===== config.mk =====
export PLATFORM = sky130hd
export DESIGN_NAME = snake_dir_ctrl
export DESIGN_NICKNAME = d
export VERILOG_FILES = /design/src/rtl/snake_dir_ctrl.sv
export SDC_FILE = /design/constraint.sdc
export NUM_CORES = 1
export LEC_CHECK = 0
export ABC_AREA = 0
export BUFFER_PORTS_ARGS = -buffer_cell sky130_fd_sc_hd__buf_2
export CAP_MARGIN = 20
export CELL_PAD_IN_SITES_DETAIL_PLACEMENT = 0
export CELL_PAD_IN_SITES_GLOBAL_PLACEMENT = 2
export CORE_ASPECT_RATIO = 0.7
export CORE_MARGIN = 1.5
export CORE_UTILIZATION = 35
export CTS_BUF_LIST = sky130_fd_sc_hd__clkbuf_16
export CTS_CLUSTER_DIAMETER = 50
export DETAILED_ROUTE_END_ITERATION = 6
export PLACE_DENSITY = 0.83
export SLEW_MARGIN = 40
export SYNTH_ARGS = -nofsm -noshare
export SYNTH_HDL_FRONTEND = slang
export SYNTH_SLANG_ARGS = --single-unit

===== constraint.sdc =====
create_clock -name VGA_CLK -period 1.9 [get_ports VGA_CLK]
set_input_delay 0.095 -clock VGA_CLK [delete_from_list [all_inputs] [get_ports VGA_CLK]]
set_output_delay 0.095 -clock VGA_CLK [all_outputs]
set_load 0.01 [all_outputs]

===== src/rtl/snake_dir_ctrl.sv =====
// Debounces four active-low KEYs into arbitrated direction requests and commits a heading on each move tick.
// Latency: press to key_event is DEBOUNCE_CYCLES+3 edges; direction updates on the edge that samples move_tick.
module snake_dir_ctrl #(
    parameter int DEBOUNCE_CYCLES = 250000,
    parameter int CNT_W           = 18
) (
    input  logic       VGA_CLK,
    input  logic       reset,
    input  logic       sw0,
    input  logic       sw1,
    input  logic       sw2,
    input  logic       sw3,
    input  logic       move_tick,
    output logic [2:0] direction,
    output logic       key_event
);

    localparam logic [CNT_W-1:0] CNT_LAST = CNT_W'(DEBOUNCE_CYCLES - 1);
    localparam logic [CNT_W-1:0] CNT_MAX  = '1;
    localparam logic [CNT_W-1:0] CNT_ONE  = CNT_W'(1);

    logic [3:0]       raw_keys;
    logic [3:0]       sync1_q, sync1_d;
    logic [3:0]       sync2_q, sync2_d;
    logic [3:0]       stable_q, stable_d;
    logic [3:0]       stable_dly_q, stable_dly_d;
    logic [CNT_W-1:0] cnt_q [4];
    logic [CNT_W-1:0] cnt_d [4];
    logic [2:0]       pending_q, pending_d;
    logic [2:0]       committed_q, committed_d;
    logic             key_event_q, key_event_d;

    logic [3:0]       press;
    logic [2:0]       req;
    logic             req_vld;
    logic [2:0]       ref_dir;
    logic             opposite;

    assign raw_keys = {sw3, sw2, sw1, sw0};

    always_comb begin
        sync1_d      = raw_keys;
        sync2_d      = sync1_q;
        stable_d     = stable_q;
        stable_dly_d = stable_q;
        for (int i = 0; i < 4; i++) begin
            cnt_d[i] = cnt_q[i];
            if (sync2_q[i] == stable_q[i]) begin
                cnt_d[i] = '0;
            end else if (cnt_q[i] == CNT_LAST) begin
                stable_d[i] = sync2_q[i];
                cnt_d[i]    = '0;
            end else if (cnt_q[i] != CNT_MAX) begin
                cnt_d[i] = cnt_q[i] + CNT_ONE;
            end
        end
    end

    // Press is the registered 1->0 edge of the debounced level; releases are ignored.
    assign press = stable_dly_q & ~stable_q;

    always_comb begin
        req_vld = 1'b1;
        req     = 3'd0;
        if (press[0])      req = 3'd1;
        else if (press[1]) req = 3'd2;
        else if (press[2]) req = 3'd3;
        else if (press[3]) req = 3'd4;
        else               req_vld = 1'b0;
    end

    // On a tick the outgoing pending value becomes the heading, so check against it.
    assign ref_dir  = move_tick ? pending_q : committed_q;
    assign opposite = (req == 3'd1 && ref_dir == 3'd2) || (req == 3'd2 && ref_dir == 3'd1) ||
                      (req == 3'd3 && ref_dir == 3'd4) || (req == 3'd4 && ref_dir == 3'd3);

    always_comb begin
        pending_d   = pending_q;
        key_event_d = 1'b0;
        committed_d = move_tick ? pending_q : committed_q;
        if (req_vld && !opposite) begin
            pending_d   = req;
            key_event_d = 1'b1;
        end
    end

    always_ff @(posedge VGA_CLK) begin
        if (reset) begin
            sync1_q      <= 4'hf;
            sync2_q      <= 4'hf;
            stable_q     <= 4'hf;
            stable_dly_q <= 4'hf;
            for (int i = 0; i < 4; i++) cnt_q[i] <= '0;
            pending_q    <= 3'd0;
            committed_q  <= 3'd0;
            key_event_q  <= 1'b0;
        end else begin
            sync1_q      <= sync1_d;
            sync2_q      <= sync2_d;
            stable_q     <= stable_d;
            stable_dly_q <= stable_dly_d;
            for (int i = 0; i < 4; i++) cnt_q[i] <= cnt_d[i];
            pending_q    <= pending_d;
            committed_q  <= committed_d;
            key_event_q  <= key_event_d;
        end
    end

    assign direction = committed_q;
    assign key_event = key_event_q;

endmodule


### Word level (Yosys, flattened, before mapping)

Memory sizes are Yosys's and may differ from the RTL's.
Index checks and enable logic that the tools add are counted.

* flip-flop bits (word level): 23
* bits in writable memories: 72
* bits of input ports: 7
* memories: 1

* add/subtract/negate cells: 4
* equal/unequal tests: 20
* mux-type cells: 29
* bitwise logic cells: 10
* reductions and logical operators: 13

Memory list
* cnt_q: words 4, width 18, rd ports 4, clocked after Yosys merged registers in 0, write ports 4, line 27 `logic [CNT_W-1:0] cnt_q [4];`

Operator list (count)
* $mux 18: 16
* $add 18x1->18 const B: 4
* $eq 18x18->1 const B: 4
* $ne 18x18->1 const B: 4
* $mux 3: 5
* $eq 3x2->1 const B: 4
* $mux 1: 8
* $reduce_and 2->1: 4
* $eq 3x1->1 const B: 2
* $eq 3x3->1 const B: 2
* $logic_and 1x1->1: 5
* $and 4x4->4: 1
* $eq 1x1->1: 4
* $not 1->1: 4
* $not 4->4: 1
* $or 1x1->1: 4
* $logic_or 1x1->1: 3
* $logic_not 1->1: 1

### Depth between registers and ports, before layout

* depth after elaboration: 14
* mapped depth: 8
* mapped depth without buffers: 6

### Worst setup path before layout

OpenSTA, ideal clock, no wires.

* path type: register to register
* start: memory cnt_q[3][0]
* end: memory cnt_q[3][7]
* arrival: 1.641 ns
* data required time: 1.783 ns
* slack: 0.142 ns
* stages on the path, launching flop included: 8
* path through: dfxtp_1 ha_1 nand4_1 or2_2 buf_2 o2111ai_1 xor2_1 nor2_1

RTL lines (line)
* from (decl): 27

==> run_results.csv <==
group,metric,value,unit
clocking,numCtsBuffers,9,
hold_path,hold-path-endpoint,"direction[2]",
critical_path,crit_chain,"ha_1 -> and3_1 -> nand3_1 -> nor3_2 -> nor2b_1 -> a211oi_1",
global_routing,grt_pass1_vias,3533,
drt,firstDrtPassIters,4,
critical_path,cp-startpoint,"cnt_q[1][1]",
critical_path,r2r_end,"cnt_q[1][17]",
synth,syn_area_per_cell,8.652,um^2
sta,post-route-period-util,0.9303,
synth,synth_top_area_cell,"dfxtp_1",
synth,synth_area,4464,um^2
synth,yosysTopAreaCellShare,0.4260,
clocking,cts_setup_buffers,0,
hold_path,hold_class,"in -> reg",
sta,setup_viol,0,
synth,async_flop_share,0,
synth,synth_fa_ha_area_frac,0.01121,
synth,yosys_warnings,0,
synth,syn-num-nets,527,
final_layout,final_common_cell,"dfxtp_1",
global_routing,antenna_found_initial,0,
synth,synth_cells,516,
sta,fin_crit,1.768,ns
sta,hold_viol,0,
drt,drcViolationCount,0,
critical_path,cp_data_required_time,2.15,ns
critical_path,cp_slowest_cell,"dfxtp_1",
hold_path,whs_path_depth,2,
final_layout,register_area,1902,um^2
critical_path,arrival,2.02,ns
critical_path,cp-end-kind,"flip-flop",
synth,synth_top_family_by_area,"simple AND/OR/NAND/NOR gates",
power,p_leak,1.871,nW
critical_path,path_max_fanout,5,
global_routing,overflow,0,
floorplan,fp.coreArea,12420,um^2
floorplan,die_area,13450,um^2
final_layout,area_growth,17.38,%
drt,wl,9.334,mm
global_routing,grt_max_degree,21,
critical_path,timing.rr.start,"cnt_q[1][1]",
run_status,outcome,"complete, no violations",
final_layout,drive_gt1_frac,0.1511,
floorplan,start_util,0.3594,
final_layout,layout.nets,562,
hold_path,min-delay-start,"reset",
synth,ys_seq_area_frac,0.4260,
placed_design,io_buffers,10,
final_layout,fin_util,0.4218,
synth,synth_compound_area_frac,0.1054,
synth,synth-simple-area-share,0.3035,
sta,hold_slack,0.1400,ns
drt,vias,3648,
placed_design,gp_congestion,0.7616,
drt,via_per_inst,5.081,
critical_path,r2r_slack,0.13,ns
power,p_per_area,725.6,nW/um^2
clocking,cts.sinks,95,
sta,fin_ws,0.1325,ns
sta,fmax,565.8,MHz
critical_path,reg2reg_depth,6,
critical_path,max_stage_delay,0.37,ns
drt,wl_per_cell,13.00,um
final_layout,instances_no_fill,718,
synth,ys_dominant_reg_cell,"dfxtp_1",
sta,worstMarginPinSlew,0.5714,ns
final_layout,insertedDiodeCount,0,
final_layout,multiInputGateArea,2489,um^2
final_layout,final_cell_mix,"dfxtp_1 (95), nor2_1 (84), xor2_1 (38), nand2_1 (33), buf_4 (27)",
sta,skew,0.005969,ns
global_routing,grt_pass1_wl,16.60,mm
power,finalPower,3.802,mW
final_layout,fillers,1263,
placed_design,dp_hpwl,6.529,mm
drt,ant_nets,0,
power,ir_worst_vdd,0.4045,mV
synth,synthMuxAreaShare,0.03027,
placed_design,pre_cts_ws,0.08506,ns
clocking,cts_tree,"yes",
placed_design,dp_cells,698,
synth,ys_top_cells_by_area,"dfxtp_1 (43%), xor2_1 (7.5%), nor2_1 (7.1%)",
clocking,ctsLongestPathBuffers,2,
floorplan,chipWidth,138.0,um
sta,slew_headroom,0.6159,
clocking,clkLatencyLatePin,0.34,ns
clocking,htreeDepth,3,
critical_path,path_class,"reg -> reg",
synth,ys_ff_latch,95,
floorplan,num_rows,34,
clocking,cts-root-buf,"clkbuf_16",
synth,synth_cell_types,53,
floorplan,die_h,97.49,um
floorplan,pin_count,11,
clocking,clk_pin_slew,0.06,ns
drt,drt-initial-drc-count,209,
global_routing,track_usage,0.1514,
sta,drv_slew,0,
critical_path,cp-start-kind,"flip-flop",
flow_run,drv_cap,0,
synth,synth_xor_area_frac,0.09613,
synth,synth_edf_count,0,
==> through the flow <==
stage | cell area [um^2] | setup TNS (ns)
CTS | 5191 | 0
finish | 5240 | 0
global route | 5240 | -0.03235
floorplan | 4464 | 0
global placement | 4871 | 0
detailed placement | 4871 | 0
==> cells by family after synthesis <==
group           Yosys count
flops                    95
fa+ha+maj                 4
simple gates            258
xor+xnor                 49
compound gates           69
mux                      13
buf+inv                  28
==> layout make-up <==
cell class | count | area share
multi-input combinational | 393 | 0.4749
timing repair buffer | 43 | 0.06351
inverter | 9 | 0.006447
sequential | 95 | 0.3629
clock inverter | 7 | 0.01051
clock buffer | 9 | 0.04298
tap | 162 | 0.03868
==> layer usage <==
layer  vias to the layer above  track usage  wire [um]
met5                         -            0          0
met4                         0      0.04407        102
met3                        10      0.03756        231
met2                        29       0.2289       4040
met1                      1702       0.2120       4960
li1                       1907            -          -
==> power breakdown <==
group	leakage (nW)	internal [mW]	switching (mW)
Sequential	0.767	2.00	0.00522
Combinational	0.960	0.0304	0.0346
Clock	0.143	0.997	0.733
Total	1.87	3.03	0.773
==> how the worst max path moves through the flow <==
stage                   end  cells after the start
2_1_floorplan   cnt_q[3][7]                      7
3_3_place_gp   cnt_q[1][13]                      6
3_5_place_dp   cnt_q[1][13]                      6
4_1_cts         cnt_q[1][9]                      6
5_1_grt        cnt_q[1][17]                      6
6_report       cnt_q[1][17]                      6
==> state kept, by name, indices dropped and copies added (netlist names) <==
name and count:
sync2_q 4, key_event 1, stable_dly_q 4, direction 3, stable_dly_d 4, cnt_q 72, sync1_q 4, pending_q 3
==> synth_stat cells (2+ instances only) <==
library cell	number
nor2b_1	2
nand2_1	33
a21oi_1	11
xnor2_1	11
xor2_1	38
nand4_1	17
o211ai_1	2
nand2b_1	4
nor2_1	84
o21ai_0	17
and2_1	4
nand3_1	25
nand4_2	2
or4b_1	2
buf_2	8
nor3b_1	5
and3_1	14
nor4_1	6
a31oi_1	6
o2111ai_1	13
or2_2	14
inv_1	8
a211oi_1	8
clkbuf_1	10
o21ai_1	3
nor3_1	25
or3_1	4
ha_1	4
nor4_2	2
mux2i_1	12
dfxtp_1	95
and4_1	6
==> critical path: cells and delay by family, from the launching register on <==
family / cells / cell delay (ns)
fa+ha+maj: 1 / 0.22
simple gates: 4 / 0.87
compound gates: 1 / 0.23
flops: 1 / 0.37
==> what timing repair did <==
action,in CTS,in global routing
endpoints found under the setup margin,0,21
hold endpoints to repair,4,0
hold buffers,4,0
gates resized for setup,0,11
(Power assumes the default switching activity.)
